--- src/rtl/regfile_writeback_unit_pkg.sv ---
// Shared constants and record types for the regfile write-back path.
package regfile_writeback_unit_pkg;

    localparam int unsigned NUM_PREGS = 64;
    localparam int unsigned PREG_W    = 7;
    localparam int unsigned DATA_W    = 32;
    localparam int unsigned NUM_IN    = 3;
    localparam int unsigned NUM_WR    = 2;
    localparam int unsigned DEPTH     = 8;
    localparam int unsigned PTR_W     = $clog2(DEPTH);
    localparam int unsigned CNT_W     = $clog2(DEPTH + 1);

    typedef struct packed {
        logic [PREG_W-1:0] prd;
        logic [DATA_W-1:0] data;
    } wbEntryStruct;

    typedef struct packed {
        logic              en;
        logic [PREG_W-1:0] rd;
        logic [DATA_W-1:0] data;
    } regReqStruct;

endpackage

--- src/rtl/regfile_writeback_unit_if.sv ---
// Completion-in / regfile-write-out bundle; slave is the write-back unit side.
interface regfile_writeback_unit_if;
    import regfile_writeback_unit_pkg::*;

    logic                     flush;
    logic [NUM_IN-1:0]        cmp_valid;
    logic                     cmp_ready;
    logic [NUM_IN*PREG_W-1:0] cmp_prd;
    logic [NUM_IN*DATA_W-1:0] cmp_data;
    logic                     drain_en;
    logic [NUM_WR-1:0]        wr_en;
    logic [NUM_WR*PREG_W-1:0] wr_rd;
    logic [NUM_WR*DATA_W-1:0] wr_data;
    logic [NUM_WR-1:0]        rdy_valid;
    logic [NUM_WR*PREG_W-1:0] rdy_prd;

    modport master (
        output flush, cmp_valid, cmp_prd, cmp_data, drain_en,
        input  cmp_ready, wr_en, wr_rd, wr_data, rdy_valid, rdy_prd
    );

    modport slave (
        input  flush, cmp_valid, cmp_prd, cmp_data, drain_en,
        output cmp_ready, wr_en, wr_rd, wr_data, rdy_valid, rdy_prd
    );

endinterface

--- src/rtl/regfile_writeback_unit_wb_fifo_ptrs.sv ---
// Head/tail/count bookkeeping for the write-back FIFO; pointers wrap modulo DEPTH.
module wb_fifo_ptrs
    import regfile_writeback_unit_pkg::*;
(
    input  logic             clk,
    input  logic             reset,
    input  logic             flush_i,
    input  logic [CNT_W-1:0] enq_cnt_i,
    input  logic [CNT_W-1:0] pop_cnt_i,
    output logic [PTR_W-1:0] head_o,
    output logic [PTR_W-1:0] tail_o,
    output logic [CNT_W-1:0] count_o,
    output logic             ready_o
);

    logic [PTR_W-1:0] head_q, head_d;
    logic [PTR_W-1:0] tail_q, tail_d;
    logic [CNT_W-1:0] count_q, count_d;

    always_comb begin
        head_d  = head_q + PTR_W'(pop_cnt_i);
        tail_d  = tail_q + PTR_W'(enq_cnt_i);
        count_d = count_q + enq_cnt_i - pop_cnt_i;
        if (flush_i) begin
            head_d  = '0;
            tail_d  = '0;
            count_d = '0;
        end
    end

    always_ff @(posedge clk) begin
        if (reset) begin
            head_q  <= '0;
            tail_q  <= '0;
            count_q <= '0;
        end else begin
            head_q  <= head_d;
            tail_q  <= tail_d;
            count_q <= count_d;
        end
    end

    // Only the registered count is used, so freshly drained slots are not reusable this cycle.
    assign ready_o = (CNT_W'(DEPTH) - count_q) >= CNT_W'(NUM_IN);

    assign head_o  = head_q;
    assign tail_o  = tail_q;
    assign count_o = count_q;

endmodule

--- src/rtl/regfile_writeback_unit.sv ---
// In-order completion buffer that drains onto the regfile write ports, dropping preg 0
// and holding back a second write to the same preg within one cycle.
module regfile_writeback_unit
    import regfile_writeback_unit_pkg::*;
(
    input  logic                           clk,
    input  logic                           reset,
    regfile_writeback_unit_if.slave        wb
);

    wbEntryStruct     mem_q [DEPTH];
    wbEntryStruct     lane_ent [NUM_IN];
    logic [PTR_W-1:0] lane_idx [NUM_IN];
    logic [NUM_IN-1:0] lane_we;
    wbEntryStruct     cand [NUM_WR];
    regReqStruct      req [NUM_WR];

    logic [PTR_W-1:0] head, tail;
    logic [CNT_W-1:0] count, enq_cnt, pop_cnt;
    logic             ready;
    logic             stop;

    wb_fifo_ptrs u_ptrs (
        .clk       (clk),
        .reset     (reset),
        .flush_i   (wb.flush),
        .enq_cnt_i (enq_cnt),
        .pop_cnt_i (pop_cnt),
        .head_o    (head),
        .tail_o    (tail),
        .count_o   (count),
        .ready_o   (ready)
    );

    // Valid lanes pack contiguously from tail in lane order.
    always_comb begin
        enq_cnt = '0;
        lane_we = '0;
        for (int unsigned l = 0; l < NUM_IN; l++) begin
            lane_ent[l].prd  = wb.cmp_prd[l*PREG_W +: PREG_W];
            lane_ent[l].data = wb.cmp_data[l*DATA_W +: DATA_W];
            lane_idx[l]      = tail + PTR_W'(enq_cnt);
            if (ready && !wb.flush && wb.cmp_valid[l]) begin
                lane_we[l] = 1'b1;
                enq_cnt    = enq_cnt + CNT_W'(1);
            end
        end
    end

    always_ff @(posedge clk) begin
        for (int unsigned l = 0; l < NUM_IN; l++) begin
            if (lane_we[l]) begin
                mem_q[lane_idx[l]] <= lane_ent[l];
            end
        end
    end

    // Eligibility is a prefix: once a candidate is out of range or repeats an
    // earlier written preg, it and every later candidate wait for a later cycle.
    always_comb begin
        pop_cnt = '0;
        stop    = !wb.drain_en || wb.flush;
        for (int unsigned j = 0; j < NUM_WR; j++) begin
            cand[j]     = mem_q[head + PTR_W'(j)];
            req[j]      = '0;
            req[j].rd   = cand[j].prd;
            req[j].data = cand[j].data;
            if (CNT_W'(j) >= count) begin
                stop = 1'b1;
            end
            for (int unsigned k = 0; k < j; k++) begin
                if (req[k].en && (req[k].rd == cand[j].prd)) begin
                    stop = 1'b1;
                end
            end
            if (!stop) begin
                pop_cnt   = pop_cnt + CNT_W'(1);
                req[j].en = (cand[j].prd != '0);
            end
        end
    end

    always_comb begin
        wb.wr_en   = '0;
        wb.wr_rd   = '0;
        wb.wr_data = '0;
        for (int unsigned j = 0; j < NUM_WR; j++) begin
            wb.wr_en[j]                    = req[j].en;
            wb.wr_rd[j*PREG_W +: PREG_W]   = req[j].rd;
            wb.wr_data[j*DATA_W +: DATA_W] = req[j].data;
        end
    end

    assign wb.cmp_ready = ready;
    assign wb.rdy_valid = wb.wr_en;
    assign wb.rdy_prd   = wb.wr_rd;

endmodule

--- src/flat_wrapper.sv ---
// flat-port wrapper written by rule: the top's interface ports become plain ports
module regfile_writeback_unit_flat import regfile_writeback_unit_pkg::*;
  (clk, reset, wb_flush, wb_cmp_valid, wb_cmp_prd, wb_cmp_data, wb_drain_en, wb_cmp_ready, wb_wr_en, wb_wr_rd, wb_wr_data, wb_rdy_valid, wb_rdy_prd);
  regfile_writeback_unit_if wb_i ();
  input  logic clk;
  input  logic reset;
  input wire logic [$bits(wb_i.flush)-1:0] wb_flush;
  input wire logic [$bits(wb_i.cmp_valid)-1:0] wb_cmp_valid;
  input wire logic [$bits(wb_i.cmp_prd)-1:0] wb_cmp_prd;
  input wire logic [$bits(wb_i.cmp_data)-1:0] wb_cmp_data;
  input wire logic [$bits(wb_i.drain_en)-1:0] wb_drain_en;
  output wire logic [$bits(wb_i.cmp_ready)-1:0] wb_cmp_ready;
  output wire logic [$bits(wb_i.wr_en)-1:0] wb_wr_en;
  output wire logic [$bits(wb_i.wr_rd)-1:0] wb_wr_rd;
  output wire logic [$bits(wb_i.wr_data)-1:0] wb_wr_data;
  output wire logic [$bits(wb_i.rdy_valid)-1:0] wb_rdy_valid;
  output wire logic [$bits(wb_i.rdy_prd)-1:0] wb_rdy_prd;
  assign wb_i.flush = wb_flush;
  assign wb_i.cmp_valid = wb_cmp_valid;
  assign wb_i.cmp_prd = wb_cmp_prd;
  assign wb_i.cmp_data = wb_cmp_data;
  assign wb_i.drain_en = wb_drain_en;
  assign wb_cmp_ready = wb_i.cmp_ready;
  assign wb_wr_en = wb_i.wr_en;
  assign wb_wr_rd = wb_i.wr_rd;
  assign wb_wr_data = wb_i.wr_data;
  assign wb_rdy_valid = wb_i.rdy_valid;
  assign wb_rdy_prd = wb_i.rdy_prd;
  regfile_writeback_unit u_core (.clk(clk), .reset(reset), .wb(wb_i));
endmodule
--- config.mk ---
export PLATFORM = sky130hd
export DESIGN_NAME = regfile_writeback_unit_flat
export DESIGN_NICKNAME = d
export VERILOG_FILES = /design/src/rtl/regfile_writeback_unit_pkg.sv /design/src/rtl/regfile_writeback_unit_if.sv /design/src/rtl/regfile_writeback_unit_wb_fifo_ptrs.sv /design/src/rtl/regfile_writeback_unit.sv /design/src/flat_wrapper.sv
export SDC_FILE = /design/constraint.sdc
export NUM_CORES = 1
export LEC_CHECK = 0
export BUFFER_PORTS_ARGS = -buffer_cell sky130_fd_sc_hd__buf_2
export CAP_MARGIN = 15
export CORE_ASPECT_RATIO = 0.6
export CORE_MARGIN = 3
export CORE_UTILIZATION = 55
export CTS_CLUSTER_SIZE = 10
export DETAILED_ROUTE_END_ITERATION = 12
export GPL_TIMING_DRIVEN = 0
export PLACE_DENSITY_LB_ADDON = 0.05
export SETUP_SLACK_MARGIN = 0.02
export SLEW_MARGIN = 25
export SYNTH_ARGS = -nofsm -noshare
export SYNTH_HDL_FRONTEND = slang
export SYNTH_SLANG_ARGS = --single-unit
--- constraint.sdc ---
create_clock -name clk -period 5.7 [get_ports clk]
set_input_delay 0.285 -clock clk [delete_from_list [all_inputs] [get_ports clk]]
set_output_delay 0.285 -clock clk [all_outputs]
set_load 0.05 [all_outputs]
# [Word level (Yosys, flattened, before mapping)]
# Memories as Yosys holds them, arrays and structs flattened. A register that Yosys moved wholly into a read port is not among the register bits.
# Index checks and enable logic that the tools add are counted.
[totals] ff_bits=10 ramBits=312 inputBits=124 n_memories=1
[classes] add_sub_neg=11 order_cmp=3 eq_ne=1 muxes=20 reduce_logical=11
[mem_list] name="u_core.mem_q" depth=8 width=39 rd=2 rd_ports_with_merged_regs=1 wr=3 line_no="regfile_writeback_unit.sv:11" source="wbEntryStruct mem_q [DEPTH];"
[ops] operator="2-to-1 mux 1 bit" n=16
[ops] operator="nonzero test 7 bit" n=2
[ops] operator="2-to-1 mux 4 bit" n=3
[ops] operator="adder 3 bit" n=3
[ops] operator="greater-or-equal comparator 1 x 4 -> 1 bit, first input constant" n=2
[ops] operator="== test 7 bit" n=1
[ops] operator="logical AND 1 bit" n=5
[ops] operator="adder 1 x 1 -> 2 bit, second input constant" n=2
[ops] operator="adder 4 x 1 -> 4 bit, second input constant" n=1
[ops] operator="adder 4 bit" n=1
[ops] operator="greater-or-equal comparator 4 x 2 -> 1 bit, second input constant" n=1
[ops] operator="subtractor 4 bit" n=1
[ops] operator="subtractor 4 bit, first input constant" n=1
[ops] operator="adder 3 x 1 -> 3 bit" n=1
[ops] operator="adder 3 x 1 -> 3 bit, second input constant" n=1
[ops] operator="2-to-1 mux 3 bit" n=1
[ops] operator="zero test 1 bit" n=2
[ops] operator="OR reduction 2 bit" n=1
[ops] operator="logical OR 1 bit" n=1

# [Depth between registers and ports, before layout]
# Gate-level depths: netlist of run 1.
[logic_depth] depth_word=11 ltp_mapped=18

# [Modules after synthesis]
# A second synthesis of run 1 with hierarchy kept.
[hier_totals] hier_cells=2019 hier_area_um2=22197.5
[modules_own_cells] mod="regfile_writeback_unit" n_inst=1 cells_per_inst=1961 area_per_inst_um2=21605.7 seq_area_each_um2=9369.0
[modules_own_cells] mod="wb_fifo_ptrs" n_inst=1 cells_per_inst=58 area_per_inst_um2=591.8 seq_area_each_um2=200.2

# [Least setup slack after synthesis of run 1]
# OpenSTA, ideal clock, no wires.
[synth_timing] path_type="reg-to-reg" startpoint="register u_core.u_ptrs.count_q[1] (netlist: u_core.u_ptrs.count_o[1])" endpoint="memory u_core.mem_q[1][0] in the netlist's numbering, enable pin" arrival_time_ns=5.630 required_ns=5.129 slack_ns=-0.501 path_stages_with_launch=7 synth_period_minus_slack_ns=6.201 cell_sequence="dfxtp_1 -> and3b_1 -> nor3_2 -> nand2_1 -> inv_1 -> nand2_1 -> o311ai_0"
[synth_rtl] element="start: declaration" line_no="regfile_writeback_unit_wb_fifo_ptrs.sv:18" source="logic [CNT_W-1:0] count_q, count_d;"
[synth_rtl] element="start signal: assignment" line_no="regfile_writeback_unit_wb_fifo_ptrs.sv:39" source="count_q <= count_d;"
[synth_rtl] element="end: declaration" line_no="regfile_writeback_unit.sv:11"

==> results of run 1 <==
==> sequential cells by signal, indices dropped and copies added, names as in the netlist <==
name                   cells
u_core.u_ptrs.tail_o       3
u_core.u_ptrs.head_o       3
u_core.u_ptrs.count_o      4
u_core.mem_q             312
==> synthesized netlist by cell type (2+ instances only) <==
cell | number | area, µm²
mux2i_1 | 328 | 3283
nand2_1 | 266 | 998.5
a311o_1 | 4 | 40.04
mux2_2 | 37 | 416.7
ha_1 | 14 | 175.2
and2_1 | 4 | 25.02
nor3_1 | 9 | 45.04
and3_1 | 2 | 12.51
nand4_1 | 4 | 25.02
mux4_2 | 143 | 3221
xor2_1 | 5 | 43.79
fa_1 | 5 | 100.1
clkbuf_1 | 175 | 656.9
o21ai_0 | 2 | 10.01
nor4_2 | 2 | 25.02
edfxtp_1 | 312 | 9369
o311ai_1 | 3 | 26.28
inv_1 | 24 | 90.09
buf_2 | 40 | 200.2
nand3b_1 | 8 | 60.06
buf_4 | 26 | 195.2
nor3b_1 | 12 | 90.09
o21ai_1 | 156 | 780.8
a21oi_1 | 160 | 800.8
nand3_1 | 5 | 25.02
dfxtp_1 | 10 | 200.2
buf_1 | 44 | 165.2
xnor2_1 | 14 | 122.6
nor3_2 | 2 | 20.02
nor2_1 | 173 | 649.4
mux4_1 | 7 | 183.9
==> area by class of cell <==
type                       count  area, µm²
fill                        3170      14470
multi-input combinational   1380      11390
sequential                   322       9569
buffer                       287       1256
clock buffer                  50       1070
timing repair buffer         128      930.9
tap                          522      653.1
inverter                      24      90.09
antenna                        4      10.01
clock inverter                 1      3.754
==> critical path: stages (launching register included) <==
cell,delay (ns)
dfxtp_1,0.43
nor4b_1,0.12
nor3_2,0.59
nand2_1,0.26
ha_1,0.39
ha_1,0.22
fa_1,0.52
clkbuf_1,0.31
nand2_1,0.09
nor3_1,0.76
clkbuf_1,0.63
a311o_2,0.45
buf_16,0.22
buf_12,0.21
==> path summary, 6_finish.rpt <==
check        slack [ns]                                 from                                  end  cells past startpoint
max                0.16  u_core.u_ptrs.count_o[1]$_SDFF_PP0_        u_core.mem_q[6][34]$_DFFE_PP_                     13
min                0.09                       wb_cmp_prd[19]        u_core.mem_q[6][37]$_DFFE_PP_                      3
max reg2reg        0.16  u_core.u_ptrs.count_o[1]$_SDFF_PP0_        u_core.mem_q[6][34]$_DFFE_PP_                     13
min reg2reg        0.67  u_core.u_ptrs.count_o[0]$_SDFF_PP0_  u_core.u_ptrs.count_o[0]$_SDFF_PP0_                      2
==> cells by family after synthesis <==
kind of cell,Yosys count
multiplexers,517
flip-flops,322
AO/OA/AOI/OAI,330
adder cells (fa/ha/maj),19
AND/OR/NAND/NOR,494
buffers and inverters,311
XOR/XNOR,20
==> power by group <==
group | internal [W] | leakage [nW] | total [W] | switching (W)
sequential | 0.00290 | 2.92 | 0.00301 | 0.000107
clock | 0.00129 | 0.523 | 0.00228 | 0.000991
combinational | 0.00106 | 5.83 | 0.00324 | 0.00218
total | 0.00525 | 9.28 | 0.00853 | 0.00328
==> per-stage QoR <==
step / utilization [%] / TNS [ns] / area, µm² / hold WS [ns] / cells
after global routing: 63.31 / 0 / 24970 / 0.09124 / 2717
after CTS: 63.23 / 0 / 24940 / 0.07226 / 2713
after global placement: 59.29 / -605.62 / 23390 / 0.6334 / 2638
after detailed placement: 60.51 / 0 / 23870 / 0.6385 / 2662
final: 63.31 / 0 / 24980 / 0.08760 / 2718
after floorplan: - / 0 / 22220 / 0.5089 / 2013
==> metal layers <==
layer / wire length, µm / global-route usage, % / vias to the layer above
li1: - / - / 7687
met1: 32090 / 53.46 / 9156
met2: 34390 / 54.24 / 1470
met3: 11400 / 11.25 / 227
met4: 2671 / 12.64 / 8
met5: 51 / 0 / -
==> results.cfg, run 1 <==
[run_status]
status = complete, no violations

[routing]
drtIter0Drc = 3157
ant_nets = 0
drc = 0
via_count = 18548
wl_mm = 80.60
drt-pass1-iter-count = 5
viasPerCell = 6.824
wl_per_cell_um = 29.66

[synth]
synthArstFlopShare_pct = 0
synth_cell_types = 48
yosys.area_share.xor_xnor_pct = 0.8221
ys_seq_area_share_pct = 43.07
synth_seq_cells = 322
syn_nets = 2156
netlist_instances = 2013
synth-simple-area-share_pct = 9.150
ys.flop_type = edfxtp_1
synth_compound_area_share_pct = 7.630
yosys.area_share.adder_pct = 1.239
muxShareOfSynthArea_pct = 32.09
synth_top_family_by_area = multiplexers
synth.cell_area_um2 = 22220
synth_edf_count = 312
syn_area_per_cell_um2 = 11.04
yosys_warnings = 0

[power_and_ir_drop]
p_total_w = 0.008532
p_leak_nw = 9.276
power_density_nw_per_um2 = 341.6
ir_drop_v = 0.0003224

[cts]
clk_pin_slew_worst_paths_ns = 0.06
post_cts_buffers = 0
cts_tree = built
insertion_delay_ns = 0.56
ctsHoldBuffers = 0
clock_path_buffers = 3
cts_sinks = 322
htree_levels = 2
post_cts_resized = 0
clock-root-buffer = clkbuf_16
cts_made_buffers = 38

[global_routing]
antenna_found_initial = 8
grt_pass1_wl_mm = 117.4
grt_pass1_vias = 18062
grt_util_all_layers_pct = 37.21
grt_max_degree = 20
gr-total-overflow = 0

[worst_setup_path]
crit_type = reg -> reg
worstPathMaxFanout = 19
worstPathRequired_ns = 5.94
crit_arrival_ns = 5.78
cp-start-kind = register
crit_path_end_kind = register

[final_layout]
syn_to_final_growth_pct = 12.40
drive_above_1_share_pct = 20.26
nets = 2324
layout_commonest_cell = mux2i_1
layout_common_cells = mux2i_1, edfxtp_1, nand2_1, clkbuf_1, nor2_1

[timing]
period_share_pct = 97.19
maxSlewViolCount = 0
finalHoldViolCount = 0
relSlewSlack_pct = 23.20
fmax_mhz = 180.5
fin_ws_ns = 0.1599
worst_slew_pin_slew_ns = 1.152
rsz0062_at_grt = false
fin_worst_skew_ns = 0.02590
fin_crit_ns = 5.540
setup_viol = 0

[floorplan]
num_rows = 56
pin_count = 221
die_w_um = 265.5
die_h_um = 161.7
core_area_um2 = 39450
initial_core_util_pct = 56.33
die_area_um2 = 42930

[placed_design]
place_ws_ns = 0.4429
hpwl_mm = 56.34
gp_congestion = 0.9250
place.port_buffers = 103

[flow_run]
max-cap-violations = 0

[hold_path]
hold_class = in -> reg
Note: power is estimated with default switching activity, not from simulation.
==> inputs of run 2 (changes only) <==
--- a/config.mk
+++ b/config.mk
@@ -10,6 +10,7 @@
 export CORE_ASPECT_RATIO = 0.6
 export CORE_MARGIN = 3
 export CORE_UTILIZATION = 55
+export CTS_BUF_LIST = sky130_fd_sc_hd__clkbuf_16
 export CTS_CLUSTER_SIZE = 10
 export DETAILED_ROUTE_END_ITERATION = 12
 export GPL_TIMING_DRIVEN = 0
==> run 2 against run 1 <==
Routed wire length is essentially flat. Die area is the same. Largest cell class unchanged. Setup slack lost 0.028 ns. Global-route usage is the same.
==> results.cfg, run 2 (synthesis gave the netlist of run 1 again) <==
[run_status]
status = complete, no violations

[final_layout]
layout_commonest_cell = mux2i_1
layout_common_cells = mux2i_1, edfxtp_1, nand2_1, clkbuf_1, nor2_1
largest_reg_flops = 312
fillers = 3168
syn_to_final_growth_pct = 12.35
drive_above_1_share_pct = 20.21
nets = 2324

[worst_setup_path]
crit_type = reg -> reg
crit_path_end_kind = register
crit_arrival_ns = 5.81
worstPathMaxFanout = 19
reg2reg_slack_ns = 0.13
worstPathRequired_ns = 5.94
cp-start-kind = register

[floorplan]
die_area_um2 = 42930
die_h_um = 161.7
num_rows = 56
initial_core_util_pct = 56.33
pin_count = 221
core_area_um2 = 39450
die_w_um = 265.5

[power_and_ir_drop]
p_switching_w = 0.003284
p_leak_nw = 9.303
p_clk_share_pct = 26.6
swShare_pct = 38.60
seqPwrFrac_pct = 35.3
ir_drop_v = 0.0003217
power_density_nw_per_um2 = 340.8
p_int_w = 0.005224
power.combinational.fraction_pct = 38.1

[routing]
wl_per_cell_um = 29.67
dr_wl_met3_mm = 11.77
drt-pass1-iter-count = 6
top_layer = met5
wl_met2_mm = 34.52
ant_nets = 0
drc = 0
via_count = 18560
wl_mm = 80.64
drtIter0Drc = 3142
wirelength_met1_mm = 31.76
viasPerCell = 6.829

[timing]
rsz0062_at_grt = false
fmax_mhz = 179.6
setup_viol = 0
period_share_pct = 97.69
finalHoldViolCount = 0
maxSlewViolCount = 0
relSlewSlack_pct = 21.71
fin_ws_ns = 0.1315
fin_crit_ns = 5.568
tns_ns = 0
fin_worst_skew_ns = 0.03238
worst_slew_pin_slew_ns = 1.174

[cts]
cts_tree = built
cts_sinks = 322
insertion_delay_ns = 0.57
clk_pin_slew_worst_paths_ns = 0.06
post_cts_buffers = 0
htree_levels = 2
ctsHoldBuffers = 0
clock-root-buffer = clkbuf_16
clock_path_buffers = 3
post_cts_resized = 0
cts_made_buffers = 38

[placed_design]
place.port_buffers = 103
hpwl_mm = 56.34
gp_congestion = 0.9250
place_ws_ns = 0.4429

[global_routing]
gr-total-overflow = 0
grt_pass1_vias = 18061
grt_util_all_layers_pct = 37.21
grt_pass1_wl_mm = 117.4
grt_max_degree = 20
antenna_found_initial = 8

[flow_run]
max-cap-violations = 0

[hold_path]
hold_class = in -> reg
[run 2: power by group through the flow]
stage / Combinational, W / Sequential [W] / Clock, W
after floorplan: 0.00231 / 0.00302 / 0
after global placement: 0.00305 / 0.00307 / 0
after detailed placement: 0.00319 / 0.00305 / 0
after CTS: 0.00320 / 0.00300 / 0.00225
after global routing: 0.00339 / 0.00302 / 0.00234
final: 0.00324 / 0.00301 / 0.00226
[run 2: path summary, 6_finish.rpt]
check	startpoint	to	cells past startpoint
worst max-delay path	u_core.u_ptrs.count_o[1]$_SDFF_PP0_	u_core.mem_q[6][34]$_DFFE_PP_	13
worst min-delay path	wb_cmp_prd[19]	u_core.mem_q[6][37]$_DFFE_PP_	3
worst max register to register	u_core.u_ptrs.count_o[1]$_SDFF_PP0_	u_core.mem_q[6][34]$_DFFE_PP_	13
worst min register to register	u_core.u_ptrs.count_o[0]$_SDFF_PP0_	u_core.u_ptrs.count_o[0]$_SDFF_PP0_	2
[run 2: final cells by class]
type	instances	area [µm²]	share of cell area (%)
Timing Repair Buffer	128	930.9	3.729
Multi-Input combinational cell	1380	11390	45.63
Buffer	287	1256	5.032
Clock buffer	41	1026	4.110
Tap cell	522	653.1	2.616
Clock inverter	10	37.54	0.1504
Antenna cell	4	10.01	0.04009
Inverter	24	90.09	0.3608
Sequential cell	322	9569	38.33
[run 2: through the flow]
stage / cell area [µm²] / util (%) / instances / power (W) / hold slack (ns)
floorplan: 22220 / - / 2013 / 0.005332 / 0.5089
global placement: 23390 / 59.29 / 2638 / 0.006128 / 0.6334
detailed placement: 23870 / 60.51 / 2662 / 0.006239 / 0.6385
CTS: 24930 / 63.20 / 2713 / 0.008448 / 0.07226
global route: 24960 / 63.28 / 2717 / 0.008755 / 0.09124
finish: 24970 / 63.29 / 2718 / 0.008508 / 0.08072
[run 2: critical path, stage by stage (launching register included)]
cell	delay, ns
dfxtp_1	0.44
nor4b_1	0.12
nor3_2	0.60
nand2_1	0.25
ha_1	0.39
ha_1	0.22
fa_1	0.52
clkbuf_1	0.30
nand2_1	0.09
nor3_1	0.77
clkbuf_1	0.64
a311o_2	0.44
buf_16	0.22
buf_12	0.21
[run 2: per-layer routing]
metal | GRT usage [%] | vias to the layer above
li1 | - | 7679
met1 | 53.47 | 9188
met2 | 54.23 | 1467
met3 | 11.25 | 218
met4 | 12.64 | 8
met5 | 0 | -
